==> config.mk <==
export PLATFORM = sky130hd
export DESIGN_NAME = xres_filt_seq_flat
export DESIGN_NICKNAME = d
export VERILOG_FILES = /design/src/rtl/xres_filt_seq_if.sv /design/src/rtl/xres_filt_seq.sv /design/src/flat_wrapper.sv
export SDC_FILE = /design/constraint.sdc
export NUM_CORES = 1
export LEC_CHECK = 0
export CORE_MARGIN = 2
export CORE_UTILIZATION = 53
export DETAILED_ROUTE_END_ITERATION = 8
export PLACE_DENSITY_LB_ADDON = 0.2
export SLEW_MARGIN = 30
export SYNTH_ARGS = -nofsm -noshare
export SYNTH_HDL_FRONTEND = slang
export SYNTH_SLANG_ARGS = --single-unit
==> constraint.sdc <==
create_clock -name clock -period 2.2 [get_ports clock]
set_input_delay 0.22 -clock clock [delete_from_list [all_inputs] [get_ports clock]]
set_output_delay 0.22 -clock clock [all_outputs]
set_load 0.005 [all_outputs]
==> src/rtl/xres_filt_seq_if.sv <==
// rtl/xres_filt_seq_if.sv - pad reset filter / reset sequencer signal bundle
// master drives the pad and request inputs, slave is the sequencer.
interface xres_filt_seq_if;
  logic       xres_h_n_in;
  logic       sw_rst_req;
  logic       glitch_clr;
  logic       xres_filt;
  logic       rst_core_n;
  logic       rst_periph_n;
  logic [1:0] seq_state;
  logic [7:0] glitch_cnt;

  modport master (
    output xres_h_n_in, sw_rst_req, glitch_clr,
    input  xres_filt, rst_core_n, rst_periph_n, seq_state, glitch_cnt
  );

  modport slave (
    input  xres_h_n_in, sw_rst_req, glitch_clr,
    output xres_filt, rst_core_n, rst_periph_n, seq_state, glitch_cnt
  );
endinterface

==> src/rtl/xres_filt_seq.sv <==
// rtl/xres_filt_seq.sv - pad reset synchronizer/debouncer with core-then-peripheral release
// Optional glitch counter enabled by XRES_FILT_SEQ_GLITCH_CNT_EN.
module xres_filt_seq #(
  parameter int FILT_CYCLES    = 4,
  parameter int STRETCH_CYCLES = 16,
  parameter int SEQ_GAP        = 4
) (
  input  logic           clock,
  input  logic           resetb,
  xres_filt_seq_if.slave bus
);

  typedef enum logic [1:0] {
    HOLD     = 2'b00,
    REL_CORE = 2'b01,
    RUN      = 2'b10
  } state_t;

  logic        r_sync1;
  logic        r_sync2;
  logic        r_filt;
  logic [7:0]  r_filt_cnt;
  logic [15:0] r_stretch_cnt;
  logic [7:0]  r_gap_cnt;
  state_t      r_state;
  logic        r_core_n;
  logic        r_periph_n;

  logic        w_mismatch;
  logic        w_filt_done;
  logic        w_stretch_done;
  logic        w_gap_done;

  assign w_mismatch     = (r_sync2 != r_filt);
  assign w_filt_done    = w_mismatch && (({1'b0, r_filt_cnt} + 9'd1) == 9'(FILT_CYCLES));
  assign w_stretch_done = (({1'b0, r_stretch_cnt} + 17'd1) == 17'(STRETCH_CYCLES));
  assign w_gap_done     = (({1'b0, r_gap_cnt} + 9'd1) == 9'(SEQ_GAP));

  // Plain two-flop synchronizer; the filter only ever looks at r_sync2.
  always_ff @(posedge clock or negedge resetb) begin
    if (!resetb) begin
      r_sync1    <= 1'b0;
      r_sync2    <= 1'b0;
      r_filt     <= 1'b0;
      r_filt_cnt <= 8'd0;
    end else begin
      r_sync1 <= bus.xres_h_n_in;
      r_sync2 <= r_sync1;
      if (w_filt_done) begin
        r_filt     <= r_sync2;
        r_filt_cnt <= 8'd0;
      end else if (w_mismatch) begin
        r_filt_cnt <= r_filt_cnt + 8'd1;
      end else begin
        r_filt_cnt <= 8'd0;
      end
    end
  end

  always_ff @(posedge clock or negedge resetb) begin
    if (!resetb) begin
      r_state       <= HOLD;
      r_stretch_cnt <= 16'd0;
      r_gap_cnt     <= 8'd0;
      r_core_n      <= 1'b0;
      r_periph_n    <= 1'b0;
    end else if (!r_filt || bus.sw_rst_req) begin
      r_state       <= HOLD;
      r_stretch_cnt <= 16'd0;
      r_gap_cnt     <= 8'd0;
      r_core_n      <= 1'b0;
      r_periph_n    <= 1'b0;
    end else begin
      case (r_state)
        HOLD: begin
          if (w_stretch_done) begin
            r_state       <= REL_CORE;
            r_stretch_cnt <= 16'd0;
            r_core_n      <= 1'b1;
          end else begin
            r_stretch_cnt <= r_stretch_cnt + 16'd1;
          end
        end
        REL_CORE: begin
          if (w_gap_done) begin
            r_state    <= RUN;
            r_gap_cnt  <= 8'd0;
            r_periph_n <= 1'b1;
          end else begin
            r_gap_cnt <= r_gap_cnt + 8'd1;
          end
        end
        RUN: begin
          r_core_n   <= 1'b1;
          r_periph_n <= 1'b1;
        end
        default: begin
          r_state       <= HOLD;
          r_stretch_cnt <= 16'd0;
          r_gap_cnt     <= 8'd0;
          r_core_n      <= 1'b0;
          r_periph_n    <= 1'b0;
        end
      endcase
    end
  end

  assign bus.xres_filt    = r_filt;
  assign bus.rst_core_n   = r_core_n;
  assign bus.rst_periph_n = r_periph_n;
  assign bus.seq_state    = r_state;

`ifdef XRES_FILT_SEQ_GLITCH_CNT_EN
  logic       w_glitch;
  logic [7:0] r_glitch_cnt;

  // A mismatch run that ends before the filter fires is a rejected pulse.
  assign w_glitch = !w_mismatch && (r_filt_cnt != 8'd0);

  always_ff @(posedge clock or negedge resetb) begin
    if (!resetb) begin
      r_glitch_cnt <= 8'd0;
    end else if (bus.glitch_clr) begin
      r_glitch_cnt <= 8'd0;
    end else if (w_glitch && (r_glitch_cnt != 8'hFF)) begin
      r_glitch_cnt <= r_glitch_cnt + 8'd1;
    end
  end

  assign bus.glitch_cnt = r_glitch_cnt;
`else
  assign bus.glitch_cnt = 8'd0;
`endif

endmodule
==> src/flat_wrapper.sv <==
// flat-port wrapper written by rule: the top's interface ports become plain ports
module xres_filt_seq_flat 
#(
  parameter int FILT_CYCLES    = 4,
  parameter int STRETCH_CYCLES = 16,
  parameter int SEQ_GAP        = 4
)
  (clock, resetb, bus_xres_h_n_in, bus_sw_rst_req, bus_glitch_clr, bus_xres_filt, bus_rst_core_n, bus_rst_periph_n, bus_seq_state, bus_glitch_cnt);
  xres_filt_seq_if bus_i ();
  input  logic clock;
  input  logic resetb;
  input wire logic [$bits(bus_i.xres_h_n_in)-1:0] bus_xres_h_n_in;
  input wire logic [$bits(bus_i.sw_rst_req)-1:0] bus_sw_rst_req;
  input wire logic [$bits(bus_i.glitch_clr)-1:0] bus_glitch_clr;
  output wire logic [$bits(bus_i.xres_filt)-1:0] bus_xres_filt;
  output wire logic [$bits(bus_i.rst_core_n)-1:0] bus_rst_core_n;
  output wire logic [$bits(bus_i.rst_periph_n)-1:0] bus_rst_periph_n;
  output wire logic [$bits(bus_i.seq_state)-1:0] bus_seq_state;
  output wire logic [$bits(bus_i.glitch_cnt)-1:0] bus_glitch_cnt;
  assign bus_i.xres_h_n_in = bus_xres_h_n_in;
  assign bus_i.sw_rst_req = bus_sw_rst_req;
  assign bus_i.glitch_clr = bus_glitch_clr;
  assign bus_xres_filt = bus_i.xres_filt;
  assign bus_rst_core_n = bus_i.rst_core_n;
  assign bus_rst_periph_n = bus_i.rst_periph_n;
  assign bus_seq_state = bus_i.seq_state;
  assign bus_glitch_cnt = bus_i.glitch_cnt;
  xres_filt_seq #(.FILT_CYCLES(FILT_CYCLES), .STRETCH_CYCLES(STRETCH_CYCLES), .SEQ_GAP(SEQ_GAP)) u_core (.clock(clock), .resetb(resetb), .bus(bus_i));
endmodule
; ---- Yosys cells after proc, flatten, opt, wreduce, memory -nomap -nowiden
; Cells that the tools add are included.
[word_totals]
ff_bits = 39
in_bits = 5
out_inout_bits = 13
wordCells = 55
[classes]
n_addsub = 6
n_eq_ne = 13
mux = 18
n_reduce_logical = 9
[ops]
columns = cell, count
row1 = $mux 16, 2
row2 = $mux 8, 4
row3 = $pmux 16 s2, 1
row4 = $add 8x1->9 const B, 2
row5 = $eq 9x3->1 const B, 2
row6 = $add 16x1->17 const B, 1
row7 = $eq 17x5->1 const B, 1
row8 = $add 16x1->16 const B, 1
row9 = $add 8x1->8 const B, 2
row10 = $pmux 8 s2, 1
row11 = $ne 2x1->1 const B, 5
row12 = $mux 2, 3
row13 = $ne 3x1->1 const B, 2
row14 = $pmux 1 s3, 2
row15 = $pmux 2 s3, 1
row16 = $mux 1, 4
row17 = $reduce_and 2->1, 2
row18 = $reduce_or 2->1, 2
row19 = $reduce_and 3->1, 1
row20 = $eq 2x1->1 const B, 1
row21 = $eq 2x2->1 const B, 1
row22 = $logic_not 2->1, 1
row23 = $logic_and 1x1->1, 1
row24 = $logic_not 1->1, 1
row25 = 2 further kinds, 2

; ---- Longest topological paths before layout
[depth]
word_depth = 5
depth_mapped = 9
mapped_depth_nobuf = 8

; ---- Least setup slack after synthesis
; Ideal clock, no wire load.
[synth_path]
path_type = reg-to-reg
startpoint = register u_core.r_stretch_cnt[0]
endpoint = register u_core.r_stretch_cnt[12]
setup_time_ps = 82
arrival_ps = 2248
t_required_ps = 2118
path_slack_ps = -130
path_stages_with_launch = 9
n_path_buf = 0
synth_period_minus_slack_ps = 2330
cell_sequence = dfrtp_1 -> ha_1 -> nand3_2 -> or3_4 -> mux2i_1 -> o21ai_1 -> a41oi_4 -> or4b_1 -> a31oi_1
[synth_via]
elab_chain_len = 5
word_cells_on_any_way = 6
classes_between = add/sub (2) / eq/ne (1) / mux (3)
[synth_rtl]
columns = element, line
row1 = start: declaration, xres_filt_seq.sv:23  ; logic [15:0] r_stretch_cnt;
row2 = start signal: assignment, xres_filt_seq.sv:81  ; r_stretch_cnt <= r_stretch_cnt + 16'd1;
row3 = $add 16x1->17, xres_filt_seq.sv:36  ; assign w_stretch_done = (({1'b0, r_stretch_cnt} + 17'd1) == 17'(STRETCH_CYCLES));
row4 = $eq 17x5->1, xres_filt_seq.sv:36
row5 = $mux 16 (*), xres_filt_seq.sv:76  ; if (w_stretch_done) begin
row6 = $pmux 16 s2 (*), xres_filt_seq.sv:74  ; case (r_state)
row7 = $mux 16 (*), xres_filt_seq.sv:67  ; end else if (!r_filt || bus.sw_rst_req) begin
; Mark *: on every way between the ends. The rest lies on a longest branch, timed or not.
; A chain may end at the register's enable or synchronous reset.

; ---- Worst setup path after layout
[layout_path]
startpoint = register u_core.r_stretch_cnt[4]
endpoint = register u_core.r_core_n (netlist: u_core.bus.rst_core_n)
[layout_via]
elab_chain_len = 4
[layout_rtl]
columns = element, line
row1 = $add 16x1->17, xres_filt_seq.sv:36
row2 = $eq 17x5->1, xres_filt_seq.sv:36
row3 = $ne 3x1->1 (no source line), -
row4 = $reduce_and 2->1 (no source line), -
row5 = end signal: assignment, xres_filt_seq.sv:65  ; r_core_n <= 1'b0;
row6 = end signal: assignment, xres_filt_seq.sv:71  ; r_core_n <= 1'b0;
row7 = end signal: assignment, xres_filt_seq.sv:79  ; r_core_n <= 1'b1;
row8 = end: declaration, xres_filt_seq.sv:26  ; logic r_core_n;
; No other way between the ends.

==> flow_summary.html <==
<table>
<tr><th>Metric</th><th>Value</th></tr>
<tr><th colspan="2">Clock tree</th></tr>
<tr><td>TritonCTS buffer count</td><td>5</td></tr>
<tr><td>TritonCTS clock tree</td><td>yes</td></tr>
<tr><td>Worst-Skew Late Latency</td><td>300 ps</td></tr>
<tr><td>Clock transition at the registers of the reported paths</td><td>roughly 80 ps</td></tr>
<tr><td>Clock H-tree levels</td><td>2</td></tr>
<tr><td>Root Buffer</td><td>sky130_fd_sc_hd__clkbuf_8</td></tr>
<tr><td>Max Root-Sink Buffers</td><td>2</td></tr>
<tr><td>TritonCTS sink count</td><td>39</td></tr>
<tr><th colspan="2">Yosys</th></tr>
<tr><td>Most used DFF post-synth</td><td>sky130_fd_sc_hd__dfrtp_1</td></tr>
<tr><td>Synthesized instance count</td><td>282</td></tr>
<tr><td>Library cell occupying the most area in the post-synthesis netlist</td><td>sky130_fd_sc_hd__dfrtp_1</td></tr>
<tr><td>Sequential area share after synthesis</td><td>39.71%</td></tr>
<tr><td>Mapped cell area</td><td>0.002457 mm^2</td></tr>
<tr><td>Fraction of synthesized cell area taken by the top area cell type</td><td>approximately 40%</td></tr>
<tr><td>Main area contributors after synthesis</td><td>sky130_fd_sc_hd__dfrtp_1 (40%), sky130_fd_sc_hd__nand2_1 (5.0%), sky130_fd_sc_hd__ha_1 (4.6%)</td></tr>
<tr><td>Mean post-synth cell area</td><td>8.714 um^2</td></tr>
<tr><td>Number of distinct library cells after synthesis</td><td>52</td></tr>
<tr><td>Total of flip-flops plus latches after synthesis</td><td>39</td></tr>
<tr><td>Share of synthesized flip-flops with an asynchronous set or reset</td><td>100.0%</td></tr>
<tr><td>Number of enable flip-flop cells after synthesis</td><td>0</td></tr>
<tr><td>YS warnings</td><td>0</td></tr>
<tr><th colspan="2">Flow run</th></tr>
<tr><td>Number of max-capacitance violations reported</td><td>0</td></tr>
<tr><th colspan="2">Drt</th></tr>
<tr><td>Drt first pass iters</td><td>4</td></tr>
<tr><td>Final routed DRC violation total</td><td>0</td></tr>
<tr><td>DRC violation total after the first TritonRoute iteration</td><td>between 100 and 150</td></tr>
<tr><td>Total number of vias</td><td>2174</td></tr>
<tr><td>Final Routed Wirelength</td><td>5336 um</td></tr>
<tr><td>Average wire per standard cell</td><td>~14 um</td></tr>
<tr><td>Remaining number of nets flagged by the antenna check after routing</td><td>0</td></tr>
<tr><td>Detail-routed via count per cell</td><td>5.691</td></tr>
<tr><th colspan="2">Setup path</th></tr>
<tr><td>WS Path Type</td><td>register to register</td></tr>
<tr><td>Crit path max fanout</td><td>7</td></tr>
<tr><td>Critical-path cell with the highest stage delay</td><td>sky130_fd_sc_hd__dfrtp_1</td></tr>
<tr><td>Max incr delay on CP</td><td>390 ps</td></tr>
<tr><td>CP Launch Point</td><td>u_core.r_stretch_cnt[4]</td></tr>
<tr><td>Type of element capturing the critical path</td><td>register</td></tr>
<tr><td>Capture point of the worst path</td><td>u_core.bus.rst_core_n</td></tr>
<tr><td>R2r setup slk</td><td>-150 ps</td></tr>
<tr><td>Combined buffer and inverter count along the critical path</td><td>2</td></tr>
<tr><td>Family of cells with the greatest summed delay on the critical path</td><td>compound AO/OA/AOI/OAI gates</td></tr>
<tr><td>Element type at the critical path start</td><td>register</td></tr>
<tr><td>Beginning of the worst register-to-register path</td><td>u_core.r_stretch_cnt[4]</td></tr>
<tr><td>Total number of cells along the worst setup path</td><td>9</td></tr>
<tr><td>FF-to-FF End</td><td>u_core.bus.rst_core_n</td></tr>
<tr><td>Number of cells on the worst reg-to-reg path</td><td>9</td></tr>
<tr><td>Sequence of cells on the critical path</td><td>nand3_2 -&gt; nor4_4 -&gt; buf_4 -&gt; nand3_2 -&gt; a211oi_2 -&gt; a41oi_4 -&gt; buf_4 -&gt; o21ai_2 -&gt; mux2_2</td></tr>
<tr><td>WP data required</td><td>2380 ps</td></tr>
<tr><td>Endpoint arrival time on the critical path</td><td>2530 ps</td></tr>
<tr><th colspan="2">Placement</th></tr>
<tr><td>Number of buffers added on ports</td><td>8</td></tr>
<tr><td>Area after DPL</td><td>0.002814 mm^2</td></tr>
<tr><td>HPWL reported at the end of detailed placement</td><td>3724 um</td></tr>
<tr><td>RD Place Congestion</td><td>0.8403</td></tr>
<tr><th colspan="2">Timing</th></tr>
<tr><td>Final Hold Vio Count</td><td>0</td></tr>
<tr><td>Max_slew headroom</td><td>56.96%</td></tr>
<tr><td>Post-route minimum period</td><td>2349 ps</td></tr>
<tr><td>Tightest Pin Transition</td><td>643.2 ps</td></tr>
<tr><td>Total setup violations reported at the end of the flow</td><td>12</td></tr>
<tr><td>Post-route setup slack</td><td>-149.1 ps</td></tr>
<tr><td>Setup TNS</td><td>-1083 ps</td></tr>
<tr><td>Final critical-path share of the clock period</td><td>106.8%</td></tr>
<tr><td>Skew final</td><td>8.503 ps</td></tr>
<tr><td>Max frequency</td><td>425.7 MHz</td></tr>
<tr><td>Count of final max-slew check failures</td><td>0</td></tr>
<tr><td>RSZ-0062 raised after global routing</td><td>yes</td></tr>
<tr><td>Min Hold Slack</td><td>between 300 and 400 ps</td></tr>
<tr><th colspan="2">Final layout</th></tr>
<tr><td>Share of final-layout standard cells stronger than drive strength 1</td><td>24.24%</td></tr>
<tr><td>Area added between synthesis and finish</td><td>23.42%</td></tr>
<tr><td>Net count reported at finish</td><td>around 340</td></tr>
<tr><td>Diode insertion count for antenna repair</td><td>0</td></tr>
<tr><td>Total non-filler cell area in the finished layout</td><td>~0.0030 mm^2</td></tr>
<tr><td>Utilization of the core after routing</td><td>between 60 and 70%</td></tr>
<tr><th colspan="2">Power</th></tr>
<tr><td>Net Sw Frac</td><td>29.30%</td></tr>
<tr><td>Internal cell power</td><td>0.001122 W</td></tr>
<tr><td>Share of total power in sequential cells</td><td>50.0%</td></tr>
<tr><td>Power density over cell area</td><td>523.2 mW/mm^2</td></tr>
<tr><td>Power share of the clock group</td><td>between 20% and 30%</td></tr>
<tr><td>Switching pwr</td><td>0.0004650 W</td></tr>
<tr><td>Largest vdd supply drop</td><td>about 0.00037 V</td></tr>
<tr><td>Leakage</td><td>about 1.3 nW</td></tr>
<tr><td>Gate power share</td><td>20.3%</td></tr>
<tr><th colspan="2">Floorplanning</th></tr>
<tr><td>Starting density of the core</td><td>55.67%</td></tr>
<tr><td>Core area</td><td>0.004414 mm^2</td></tr>
<tr><td>Number of top-level pins</td><td>18</td></tr>
<tr><td>Die width</td><td>72.09 um</td></tr>
<tr><td>Area enclosed by the die boundary</td><td>0.005197 mm^2</td></tr>
<tr><td>Row count</td><td>24</td></tr>
<tr><td>Die H</td><td>72.09 um</td></tr>
<tr><th colspan="2">Global route</th></tr>
<tr><td>Global Route met1 Usage</td><td>29.71%</td></tr>
<tr><td>Maximum number of pins on one net before global-route repair</td><td>26</td></tr>
<tr><td>Routing layer with the top usage in global route</td><td>met2</td></tr>
<tr><td>Initial antenna violation count</td><td>0</td></tr>
<tr><td>Wire length of the first global-routing pass</td><td>9515 um</td></tr>
<tr><td>Met3 routing resource usage after global routing</td><td>4.444%</td></tr>
<tr><td>Overall routing resource usage</td><td>around 23%</td></tr>
<tr><td>Met2 usage in global routing</td><td>38.12%</td></tr>
<tr><td>Total congestion overflow</td><td>0</td></tr>
<tr><td>Vias in the first global route</td><td>2148</td></tr>
<tr><th colspan="2">Status</th></tr>
<tr><td>Violations in the final reports</td><td>negative setup slack</td></tr>
<tr><td>Run status</td><td>finished, violations left</td></tr>
<tr><th colspan="2">Worst hold path</th></tr>
<tr><td>Hold Path Class</td><td>register to register</td></tr>
</table>
[cell families after synthesis]
| kind of cell | after synthesis | synth area share [%] |
|---|---|---|
| other | 1 | 0.1526 |
| adder cells (fa/ha/maj) | 9 | 4.583 |
| buffers and inverters | 32 | 6.416 |
| AO/OA/AOI/OAI | 55 | 14.92 |
| multiplexers | 5 | 2.138 |
| AND/OR/NAND/NOR | 132 | 28.87 |
| flip-flops | 39 | 39.72 |
| XOR/XNOR | 9 | 3.208 |
[per-layer routing]
metal,up-vias,part of all wire [%]
li1,1079,-
met1,1046,48
met2,38,47
met3,11,3.5
met4,0,1.6
met5,-,0
[stage by stage]
step	total power, W	cells	worst slack [ps]
5_1_grt	0.001676	382	-252.1
3_3_place_gp	0.001119	363	-69.35
2_1_floorplan	0.0009932	289	-51.64
4_1_cts	0.001608	380	-85.80
6_report	0.001587	382	-149.1
3_5_place_dp	0.001124	363	-130.8
[registers in the layout, summed over array words and instances (netlist names)]
signal / count
u_core.bus.xres_filt: 1
u_core.r_filt_cnt: 8
u_core.bus.rst_periph_n: 1
u_core.bus.seq_state: 2
u_core.bus.rst_core_n: 1
u_core.r_sync1: 1
u_core.r_stretch_cnt: 16
u_core.r_sync2: 1
u_core.r_gap_cnt: 8
[final cells by class]
cell class | instances | area, um^2
Multi-Input combinational cell | 218 | 1420
Fill cell | 365 | 1381
Sequential cell | 39 | 978.4
Timing Repair Buffer | 58 | 456.7
Clock buffer | 5 | 68.82
Tap cell | 52 | 65.06
Inverter | 8 | 30.03
Clock inverter | 2 | 13.76
[cell usage after synthesis (2+ instances only)]
cell type and count:
sky130_fd_sc_hd__dfrtp_1 39, sky130_fd_sc_hd__nand2_1 33, sky130_fd_sc_hd__nor2_1 28, sky130_fd_sc_hd__nand3_1 19, sky130_fd_sc_hd__o21ai_0 17, sky130_fd_sc_hd__a21oi_1 10, sky130_fd_sc_hd__clkbuf_1 10, sky130_fd_sc_hd__ha_1 9
sky130_fd_sc_hd__a31oi_1 8, sky130_fd_sc_hd__buf_4 8, sky130_fd_sc_hd__inv_1 8, sky130_fd_sc_hd__nor3_1 7, sky130_fd_sc_hd__xnor2_1 7, sky130_fd_sc_hd__buf_2 6, sky130_fd_sc_hd__and3_1 5, sky130_fd_sc_hd__o31ai_1 5
sky130_fd_sc_hd__nand2b_1 4, sky130_fd_sc_hd__nand3_2 4, sky130_fd_sc_hd__nand4_1 4, sky130_fd_sc_hd__nor2b_1 4, sky130_fd_sc_hd__nor4_1 4, sky130_fd_sc_hd__mux2i_1 3, sky130_fd_sc_hd__or4b_1 3, sky130_fd_sc_hd__a22o_1 2
sky130_fd_sc_hd__mux2_2 2, sky130_fd_sc_hd__nor3b_1 2, sky130_fd_sc_hd__nor4b_1 2, sky130_fd_sc_hd__o21ai_1 2, sky130_fd_sc_hd__or2_2 2, sky130_fd_sc_hd__or3_1 2, sky130_fd_sc_hd__xor2_1 2
[what timing repair did]
| action | CTS | global route |
|---|---|---|
| gates resized for setup | 6 | 2 |
| hold endpoints to repair | 21 | 0 |
| endpoints found under the setup margin | 13 | 13 |
| setup buffers | 9 | 3 |
| hold buffers | 1 | 0 |
| pin swaps | 7 | 5 |
[worst reg2reg max path, stage by stage, from the launching register on]
cell and delay [ps]:
sky130_fd_sc_hd__dfrtp_1 390, sky130_fd_sc_hd__nand3_2 120, sky130_fd_sc_hd__nor4_4 310, sky130_fd_sc_hd__buf_4 160, sky130_fd_sc_hd__nand3_2 90, sky130_fd_sc_hd__a211oi_2 300
sky130_fd_sc_hd__a41oi_4 200, sky130_fd_sc_hd__buf_4 190, sky130_fd_sc_hd__o21ai_2 140, sky130_fd_sc_hd__mux2_2 340
[power by group through the flow]
stage | combinational [W] | sequential, W | clock [W]
2_1_floorplan | 0.000182 | 0.000811 | 0
3_3_place_gp | 0.000314 | 0.000805 | 0
3_5_place_dp | 0.000317 | 0.000808 | 0
4_1_cts | 0.000326 | 0.000794 | 0.000489
5_1_grt | 0.000359 | 0.000801 | 0.000516
6_report | 0.000322 | 0.000793 | 0.000472
[cells in the final DEF (no fill, tap or decap), drive strengths merged, types with 5 or more instances in the layout]
cell type,Yosys,routed
a21oi,10,10
xnor2,7,7
clkbuf,10,5
a31oi,8,8
o31ai,5,5
o21ai,19,19
nand3,23,23
dfrtp,39,39
buf,14,50
nor3,7,7
nor4,5,5
nand2,33,33
clkdlybuf4s50,0,7
nor2,28,28
ha,9,9
and3,5,5
inv,8,8
conb,1,8
[worst min path at each step]
| stage | from | to | slack, ps | cells past startpoint |
|---|---|---|---|---|
| final | u_core.r_sync1 | u_core.r_sync2 | 350 | 0 |
| after global routing | bus_xres_h_n_in | u_core.r_sync1 | 360 | 1 |
| after CTS | bus_xres_h_n_in | u_core.r_sync1 | 350 | 1 |
| after detailed placement | resetb | u_core.r_sync1 | 220 | 1 |
| after global placement | resetb | u_core.r_sync1 | 220 | 1 |
| after floorplan | resetb | u_core.bus.rst_core_n | -80 | 0 |
Note: power is estimated with default switching activity, not from simulation.
